**src/rtl/cv32e40p_rf_ctx_engine.sv**
```systemverilog
// Register-file context engine: streams x1..LAST out of the regfile (save)
// or streams words back into x1..LAST (restore), with abort and done pulse.
module cv32e40p_rf_ctx_engine #(
  parameter int unsigned ADDR_WIDTH = 6,
  parameter int unsigned DATA_WIDTH = 32,
  parameter bit          FPU        = 1'b0
) (
  input  logic                  clk,
  input  logic                  rst_n,
  input  logic                  start_i,
  input  logic                  dir_i,
  input  logic                  abort_i,
  output logic                  busy_o,
  output logic                  done_o,
  output logic [ADDR_WIDTH-1:0] rf_raddr_o,
  input  logic [DATA_WIDTH-1:0] rf_rdata_i,
  output logic                  rf_we_o,
  output logic [ADDR_WIDTH-1:0] rf_waddr_o,
  output logic [DATA_WIDTH-1:0] rf_wdata_o,
  output logic                  out_valid_o,
  input  logic                  out_ready_i,
  output logic [DATA_WIDTH-1:0] out_data_o,
  input  logic                  in_valid_i,
  output logic                  in_ready_o,
  input  logic [DATA_WIDTH-1:0] in_data_i
);

  // One extra index bit so stepping past register 63 cannot wrap to 0
  localparam int unsigned IW = ADDR_WIDTH + 1;
  localparam logic [IW-1:0] LAST    = FPU ? IW'(63) : IW'(31);
  localparam logic [IW-1:0] IDX_ONE = IW'(1);

  typedef enum logic [1:0] {
    S_IDLE    = 2'd0,
    S_SAVE    = 2'd1,
    S_RESTORE = 2'd2,
    S_DONE    = 2'd3
  } state_e;

  state_e                state_q, state_d;
  logic [IW-1:0]         idx_q, idx_d;
  logic                  out_valid_q, out_valid_d;
  logic [DATA_WIDTH-1:0] out_data_q, out_data_d;

  always_ff @(posedge clk or negedge rst_n) begin
    if (!rst_n) begin
      state_q     <= S_IDLE;
      idx_q       <= IDX_ONE;
      out_valid_q <= 1'b0;
      out_data_q  <= '0;
    end else begin
      state_q     <= state_d;
      idx_q       <= idx_d;
      out_valid_q <= out_valid_d;
      out_data_q  <= out_data_d;
    end
  end

  always_comb begin
    state_d     = state_q;
    idx_d       = idx_q;
    out_valid_d = out_valid_q;
    out_data_d  = out_data_q;
    rf_raddr_o  = '0;
    rf_we_o     = 1'b0;
    rf_waddr_o  = '0;
    rf_wdata_o  = '0;
    in_ready_o  = 1'b0;

    unique case (state_q)
      S_IDLE: begin
        idx_d = IDX_ONE;
        if (start_i) begin
          state_d = dir_i ? S_RESTORE : S_SAVE;
        end
      end

      S_SAVE: begin
        if (idx_q <= LAST) begin
          rf_raddr_o = ADDR_WIDTH'(idx_q);
        end
        if (abort_i) begin
          state_d     = S_IDLE;
          idx_d       = IDX_ONE;
          out_valid_d = 1'b0;
          out_data_d  = '0;
        end else if ((idx_q <= LAST) && (!out_valid_q || out_ready_i)) begin
          out_valid_d = 1'b1;
          out_data_d  = rf_rdata_i;
          idx_d       = IW'(idx_q + IDX_ONE);
        end else if ((idx_q > LAST) && out_valid_q && out_ready_i) begin
          // Last word accepted: drain the entry and finish
          state_d     = S_DONE;
          idx_d       = IDX_ONE;
          out_valid_d = 1'b0;
          out_data_d  = '0;
        end
      end

      S_RESTORE: begin
        in_ready_o = 1'b1;
        rf_we_o    = in_valid_i;
        rf_waddr_o = ADDR_WIDTH'(idx_q);
        rf_wdata_o = in_data_i;
        if (abort_i) begin
          state_d = S_IDLE;
          idx_d   = IDX_ONE;
        end else if (in_valid_i) begin
          if (idx_q == LAST) begin
            state_d = S_DONE;
            idx_d   = IDX_ONE;
          end else begin
            idx_d = IW'(idx_q + IDX_ONE);
          end
        end
      end

      S_DONE: begin
        state_d = S_IDLE;
        idx_d   = IDX_ONE;
      end

      default: begin
        state_d = S_IDLE;
        idx_d   = IDX_ONE;
      end
    endcase
  end

  assign busy_o      = (state_q == S_SAVE) || (state_q == S_RESTORE);
  assign done_o      = (state_q == S_DONE);
  assign out_valid_o = out_valid_q;
  assign out_data_o  = out_data_q;

endmodule

```
**config.mk**
```make
export PLATFORM = sky130hd
export DESIGN_NAME = cv32e40p_rf_ctx_engine
export DESIGN_NICKNAME = d
export VERILOG_FILES = /design/src/rtl/cv32e40p_rf_ctx_engine.sv
export SDC_FILE = /design/constraint.sdc
export NUM_CORES = 1
export LEC_CHECK = 0
export BUFFER_PORTS_ARGS = -buffer_cell sky130_fd_sc_hd__buf_2
export CAP_MARGIN = 20
export CORE_MARGIN = 1
export CORE_UTILIZATION = 42
export CTS_BUF_LIST = sky130_fd_sc_hd__clkbuf_16
export DETAILED_ROUTE_END_ITERATION = 8
export MAX_ROUTING_LAYER = met4
export PLACE_DENSITY = 0.86
export SLEW_MARGIN = 20
export SYNTH_ARGS = -nofsm -noshare
export SYNTH_HDL_FRONTEND = slang
export SYNTH_SLANG_ARGS = --single-unit
```
**constraint.sdc**
```tcl
create_clock -name clk -period 2.35 [get_ports clk]
set_input_delay 0.1175 -clock clk [delete_from_list [all_inputs] [get_ports clk]]
set_output_delay 0.1175 -clock clk [all_outputs]
set_load 0.02 [all_outputs]
```
* After elaboration in Yosys (flattened, before gate mapping)
Index checks and enable logic that the tools add are counted.
Word-level totals: flip-flop bits (word level) 42, latch bits 0, memory bits (writable) 0, bits in read-only memories 0, input port bits 71, word-level logic and storage cells 57, memories kept 0
Cells by class: add/sub/neg operators 1, multiply operators 0, divide/modulo/power cells 0, order comparisons 2, equal/unequal tests 10, shift operators 0, mux-type cells 28, bitwise gates (word level) 0, reductions and logical operators 12
Operators with widths (count):
- 32-bit two-way mux | 4
- 7-bit two-way mux | 6
- 7-bit case mux with 3 select lines | 1
- 6-bit two-way mux | 3
- 2-bit two-way mux | 8
- 3-bit inequality test, second input constant | 4
- 2-bit case mux with 4 select lines | 1
- 7-bit by 1-bit adder with 7-bit output, second input constant | 1
- 7-bit by 5-bit equality test with 1-bit output, second input constant | 1
- 7-bit by 5-bit > comparator with 1-bit output, second input constant | 1
- 7-bit by 5-bit less-or-equal comparator with 1-bit output, second input constant | 1
- 1-bit two-way mux | 5
- 5-bit AND reduction | 1
- 2-bit equality test, second input constant | 2
- 4-bit inequality test, second input constant | 1
- 2-bit AND reduction | 2
- 1-bit logical AND | 3
- 3-bit nonzero test | 1
- 2-bit by 1-bit equality test with 1-bit output, second input constant | 1
- 2-bit logical NOT | 1
- 1-bit logical OR | 2
- 2-bit inequality test, second input constant | 1
- 2-bit OR reduction | 1
- 1-bit logical NOT | 1

* Logic depth before layout (Yosys ltp)
Gate-level depths: netlist of the first run.
depth after elaboration 7, mapped depth 8

* Least setup slack after synthesis of the first run
No wires, ideal clock.
path type register to register, from reg idx_q[0], to reg idx_q[2], setup time 0.126 ns, arrival time 1.729 ns, data required time 2.224 ns, setup slack 0.495 ns, cell stages (with the launch flop) 7, path buffers 0, period minus slack after synthesis 1.855 ns, cells stage by stage dfstp_2 ha_1 nand4_1 nor3_4 o32ai_4 nor2b_4 a221o_1
Between the ends: longest elaborated chain between the ends 5, elaborated cells between the ends (all ways) 15, classes of those cells add/sub: 1; order compare: 2; eq/ne: 2; mux: 6; reduce/logical: 4
RTL lines:
- start, declared | RTL line 41 | logic [IW-1:0] idx_q, idx_d;
- start signal, assigned | RTL line 53 | idx_q <= idx_d;
- 7-bit by 1-bit adder with 7-bit output (tied with other cells) | RTL line 90, 113
- 7-bit two-way mux (tied with other cells) | RTL line 109 | if (idx_q == LAST) begin
- 7-bit two-way mux (tied with other cells) | RTL line 108 | end else if (in_valid_i) begin
- 7-bit two-way mux (tied with other cells) | RTL line 105 | if (abort_i) begin
- 7-bit case mux with 3 select lines or 2-bit AND reduction (tied branches)
Parallel ways exist; a longest one is shown, timed or not. The select of a mux whose other input is x is not followed. A chain may end at the register's enable or synchronous reset.

* Worst setup path after layout of the first run
from reg idx_q[1], to reg idx_q[2]
The elaborated chain is that of the path after synthesis.

==> results of run 1 <==
==> Yosys cell counts, types with 2 or more instances <==
library cell | instances | share of area
dfrtp_1 | 41 | 0.46
and2_1 | 38 | 0.11
a22o_1 | 32 | 0.12
ha_1 | 6 | 0.033
buf_4 | 5 | 0.017
inv_1 | 5 | 0.0083
nand2b_1 | 5 | 0.014
nor2_1 | 5 | 0.0083
a21oi_1 | 4 | 0.0089
a22o_2 | 4 | 0.018
clkbuf_1 | 4 | 0.0067
nand3_1 | 4 | 0.0089
a21o_2 | 3 | 0.012
a31oi_1 | 3 | 0.0083
and3_1 | 3 | 0.0083
buf_2 | 3 | 0.0067
mux2i_1 | 2 | 0.0089
nand2_1 | 2 | 0.0033
nor2b_1 | 2 | 0.0056
nor3_1 | 2 | 0.0044
nor3_4 | 2 | 0.014
o21ai_0 | 2 | 0.0044
==> cells by family after synthesis <==
group | after synthesis | synth area share
AND/OR/NAND/NOR | 76 | 0.223
AO/OA/AOI/OAI | 58 | 0.223
flip-flops | 42 | 0.467
buffers and inverters | 18 | 0.0433
adder cells (fa/ha/maj) | 6 | 0.0333
multiplexers | 2 | 0.00889
other | 1 | 0.00167
==> through the flow <==
step / setup WS [ns] / hold WS, ns / cells
floorplan: 0.495 / -0.178 / 203
global placement: 0.323 / 0.303 / 414
detailed placement: 0.276 / 0.320 / 414
CTS: 0.154 / 0.0146 / 422
global route: 0.0374 / 0.0520 / 422
finish: 0.243 / -0.0212 / 422
==> layer usage <==
layer	up-vias	routed length (µm)	GRT usage
li1	1021	-	-
met3	5	251	0.0616
met2	51	2880	0.325
met5	-	0	-
met1	1009	2790	0.317
met4	0	31	0.0350
==> power by group <==
group	total, mW	internal [mW]	switching [mW]	leakage (nW)
combinational	1.91	0.778	1.14	1.22
sequential	1.13	0.962	0.165	0.551
clock	0.639	0.383	0.256	0.0724
total	3.68	2.12	1.56	1.84
==> area by class of cell <==
type | count | area share
inverter | 5 | 0.00587
multi-input combinational | 143 | 0.346
sequential | 42 | 0.329
timing repair buffer | 154 | 0.248
clock buffer | 5 | 0.0391
clock inverter | 3 | 0.00391
tap | 70 | 0.0274
==> final timing paths <==
path                                            startpoint                          to  slack [ns]  depth (start not counted)
worst max-delay path                  idx_q[1]$_DFFE_PN0P_        idx_q[2]$_DFFE_PN0P_        0.24                          6
worst min-delay path                                 rst_n        idx_q[1]$_DFFE_PN0P_       -0.02                          1
worst max register to register        idx_q[1]$_DFFE_PN0P_        idx_q[2]$_DFFE_PN0P_        0.24                          6
worst min register to register  out_data_o[25]$_DFFE_PN0P_  out_data_o[25]$_DFFE_PN0P_        0.49                          1
max in group asynchronous                            rst_n   out_data_o[4]$_DFFE_PN0P_        1.80                          1
min in group clk                            rf_rdata_i[26]  out_data_o[26]$_DFFE_PN0P_        0.06                          2
==> worst max-delay path, delay by kind of cell (launching register included) <==
family / cells / cell delay (ns)
AOI/OAI and AO/OA: 2 / 0.73
and+or+nand+nor: 3 / 0.54
DFF: 1 / 0.45
adders and majority gates: 1 / 0.27
==> what timing repair did <==
item                       in CTS  in global routing
setup endpoints to repair       0                  1
resized for setup               0                  1
hold buffers                    0                  0
==> flip-flops by register name, summed over array words and instances (netlist names) <==
register	cells
idx_q	7
out_valid_o	1
state_q	2
out_data_o	32
==> flow_summary.json, run 1 <==
{
  "outcome": "finished, violations left",
  "violations": "hold timing",
  "drv_slew": 0,
  "htree_levels": 2,
  "synth_edf_count": 0,
  "drc": 0,
  "power.leakage_nw": 1.84,
  "grt.overflow.total": 0,
  "fmax_mhz": 475,
  "maxCapViolations": 0,
  "layout.area.seq_mm2": 0.00105,
  "final_nets": 428,
  "die_area_mm2": 0.00566,
  "grt_pass1_vias": 1783,
  "relSlewSlack": 0.382,
  "fin_skew_ns": 0.00278,
  "track_usage": 0.223,
  "gp_congestion": 0.849,
  "drive_above_1_share": 0.514,
  "initial_utilization": 0.438,
  "crit_path_cell_trace": "ha_1 -> nand3b_2 -> nor2_1 -> o21a_1 -> nor2b_4 -> a221o_1",
  "clk_pin_slew_worst_paths_ns": 0.06,
  "multiInputGateArea_mm2": 0.00111,
  "worst_skew_pair.late_latency_ns": 0.28,
  "rows": 26,
  "final_util": 0.622,
  "cts_inserted_buffers": 5,
  "grt_pass1_wl_um": 9140,
  "yosysWarnings": 0,
  "vias": 2086,
  "crit_slowest_cell": "dfrtp_1",
  "powerDensity_mw_per_mm2": 1150,
  "clockRootBuffer": "clkbuf_16",
  "fin_crit_sh": 0.897,
  "cp_max_fo": 10,
  "p_total_mw": 3.68,
  "setup.worst_path.class": "reg2reg",
  "setup_viol": 0,
  "startpoint_type": "register",
  "drt_iter0_markers": 95,
  "layout_common_cells": "buf_2, dfrtp_1, and2_1",
  "antenna_found_initial": 0,
  "syn2layout_area_growth_pct": 41.9,
  "cts_num_sinks": 42,
  "worst_pin_slew_ns": 0.927,
  "first_pass_iters": 4,
  "layout_commonest_cell": "buf_2",
  "antenna_left": 0,
  "clockBufferDepth": 2,
  "synth.distinct_cells": 48,
  "syn_area_per_cell_um2": 11.1,
  "ys_seq_area_frac": 0.467,
  "arrival_ns": 2.27,
  "routed_wl_um": 5960,
  "synth_fp_nets": 280,
  "port_buffers": 150,
  "cp.required_ns": 2.51,
  "synth_ff_type": "dfrtp_1",
  "holdWs_ns": -0.0212,
  "tritoncts": "yes",
  "die_y_um": 75.2,
  "end_kind": "register",
  "final_cell_area_mm2": 0.00320,
  "fin_crit_ns": 2.11,
  "dpl.hpwl_um": 4560,
  "fillerInstances": 461,
  "max_stage_delay_ns": 0.45,
  "peakVddDrop_mv": 0.608,
  "routedWlPerCell_um": 14.1,
  "ys_seq_elements": 42,
  "ys_async_sr_fraction": 1.00,
  "hp-class": "in2async",
  "fin_setup_tns_ns": 0,
  "synth_cells": 203,
  "syn_area_mm2": 0.00225,
  "dieWidth_um": 75.2,
  "hold_viol": 41,
  "num_antenna_cells": 0,
  "grt_max_degree": 43,
  "dpl_cell_area_mm2": 0.00305,
  "avgViaCountPerCell": 4.94,
  "fp.coreArea_mm2": 0.00514,
  "ios": 152,
  "rsz0062_at_grt": "no",
  "cts_setup_buffers": 0
}
Power figures use the tool's default switching activity.
==> run 2: changes to the inputs <==
--- a/config.mk
+++ b/config.mk
@@ -11,9 +11,12 @@
 export CORE_UTILIZATION = 42
 export CTS_BUF_LIST = sky130_fd_sc_hd__clkbuf_16
 export DETAILED_ROUTE_END_ITERATION = 8
+export HOLD_SLACK_MARGIN = 0.08
 export MAX_ROUTING_LAYER = met4
 export PLACE_DENSITY = 0.86
+export REMOVE_ABC_BUFFERS = 1
 export SLEW_MARGIN = 20
 export SYNTH_ARGS = -nofsm -noshare
 export SYNTH_HDL_FRONTEND = slang
 export SYNTH_SLANG_ARGS = --single-unit
+export TNS_END_PERCENT = 100
==> run 2 against run 1 <==
Effect of this change: the flow now finishes without violations; sequential power about the same; sequential cell count unchanged; global-route usage up 1.2 points; first-iteration DRC count down 25%; fmax down 3.8%; critical path type is now reg2out; register-to-register slack about the same; critical endpoint is now rf_raddr_o[3]; final area up 9.5%; largest cell class unchanged; cell count up 7.1%; largest power group unchanged; clock-buffer cell count unchanged; clock skew up 0.0038 ns.
==> flow_summary.json, run 2 (synthesized netlist as in run 1, its figures left out) <==
{
  "relSlewSlack": 0.408,
  "fillerInstances": 419,
  "drt_iter0_markers": 71,
  "port_buffers": 150,
  "first_pass_iters": 5,
  "die_area_mm2": 0.00566,
  "cts_inserted_buffers": 5,
  "drc": 0,
  "fin_skew_ns": 0.00655,
  "vias": 2213,
  "clockBufferDepth": 2,
  "layout_commonest_cell": "buf_2",
  "fin_crit_sh": 0.932,
  "startpoint_type": "register",
  "final_util": 0.681,
  "drv_slew": 0,
  "routedWlPerCell_um": 14.7,
  "arrival_ns": 2.07,
  "setup.worst_path.class": "reg2out",
  "maxCapViolations": 0,
  "initial_utilization": 0.438,
  "dp.cells": 413,
  "routed_wl_um": 6640,
  "post_cts_resized": 0,
  "cp.required_ns": 2.23,
  "layout.area.seq_mm2": 0.00105,
  "die_y_um": 75.2,
  "syn2layout_area_growth_pct": 55.4,
  "setup_viol": 0,
  "fmax_mhz": 457,
  "final_nets": 458,
  "multiInputGateArea_mm2": 0.00110,
  "fp.coreArea_mm2": 0.00514,
  "powerDensity_mw_per_mm2": 1080,
  "rows": 26,
  "grt_max_degree": 43,
  "antenna_found_initial": 0,
  "ios": 152,
  "clockRootBuffer": "clkbuf_16",
  "dpl.hpwl_um": 4350,
  "grt_pass1_wl_um": 9620,
  "hp-class": "in2reg",
  "layout_common_cells": "buf_2, dfrtp_1, and2_1",
  "peakVddDrop_mv": 0.684,
  "fin_crit_ns": 2.19,
  "ctsHoldBuffers": 30,
  "largest_register_ff_count": 32,
  "tritoncts": "yes",
  "fin_cells": 452,
  "outcome": "finished clean",
  "cp_max_fo": 9,
  "clk_pin_slew_worst_paths_ns": 0.06,
  "htree_levels": 2,
  "avgViaCountPerCell": 4.90,
  "rsz0062_at_grt": "no",
  "power.leakage_nw": 1.97,
  "gp_congestion": 0.832,
  "num_antenna_cells": 0,
  "cts_num_sinks": 42,
  "track_usage": 0.235,
  "cts_setup_buffers": 0,
  "worst_pin_slew_ns": 0.889,
  "hold_viol": 0,
  "worst_skew_pair.late_latency_ns": 0.28,
  "antenna_left": 0,
  "drive_above_1_share": 0.471,
  "fin_setup_tns_ns": 0,
  "grt.overflow.total": 0,
  "grt_pass1_vias": 2063,
  "end_kind": "output port",
  "dieWidth_um": 75.2
}
run 2: layout make-up:
class,instances,share of cell area
clock buffers,5,0.0358
clock inverters,3,0.00501
inverters,5,0.00536
multi-input cells,143,0.315
flip-flops and latches,42,0.301
well taps,70,0.0250
repair buffers,184,0.313
run 2: final timing paths:
kind,endpoint,depth (start not counted),slack (ns),from
hold reg to reg,out_data_o[14]$_DFFE_PN0P_,1,0.50,out_data_o[14]$_DFFE_PN0P_
min in group asynchronous,idx_q[4]$_DFFE_PN0P_,2,0.50,rst_n
setup reg to reg,idx_q[2]$_DFFE_PN0P_,6,0.25,idx_q[0]$_DFFE_PN1P_
hold / removal,out_data_o[27]$_DFFE_PN0P_,2,0.08,rf_rdata_i[27]
max in group asynchronous,out_valid_o$_DFFE_PN0P_,2,1.29,rst_n
setup / recovery,rf_raddr_o[3],6,0.16,idx_q[0]$_DFFE_PN1P_
run 2: critical path, cell delays in order (launching register included):
cell,delay (ns)
dfstp_2,0.63
ha_1,0.28
nand3b_2,0.19
nor2_1,0.07
nor3_1,0.25
and3_2,0.22
buf_2,0.16
run 2: routing by layer:
metal,part of all wire,wire length (µm),track usage
met5,0,0,-
met4,0.014,92,0.0576
met3,0.041,274,0.0495
met2,0.51,3380,0.397
met1,0.44,2900,0.288
run 2: metrics by stage:
stage / setup slack [ns] / cell area, µm² / power (mW) / hold WS [ns]
6_report: 0.161 / 3500 / 3.77 / 0.0835
2_1_floorplan: 0.0208 / 2170 / 2.38 / -0.178
5_1_grt: 0.0218 / 3500 / 4.01 / 0.0838
4_1_cts: 0.161 / 3490 / 3.76 / 0.0810
3_3_place_gp: 0.315 / 3050 / 2.99 / 0.288
3_5_place_dp: 0.254 / 3050 / 3.06 / 0.299
run 2: power breakdown:
part | total (mW) | switching [mW] | internal, mW
Sequential | 1.14 | 0.179 | 0.962
Combinational | 1.97 | 1.16 | 0.807
Clock | 0.660 | 0.271 | 0.389
Total | 3.77 | 1.61 | 2.16
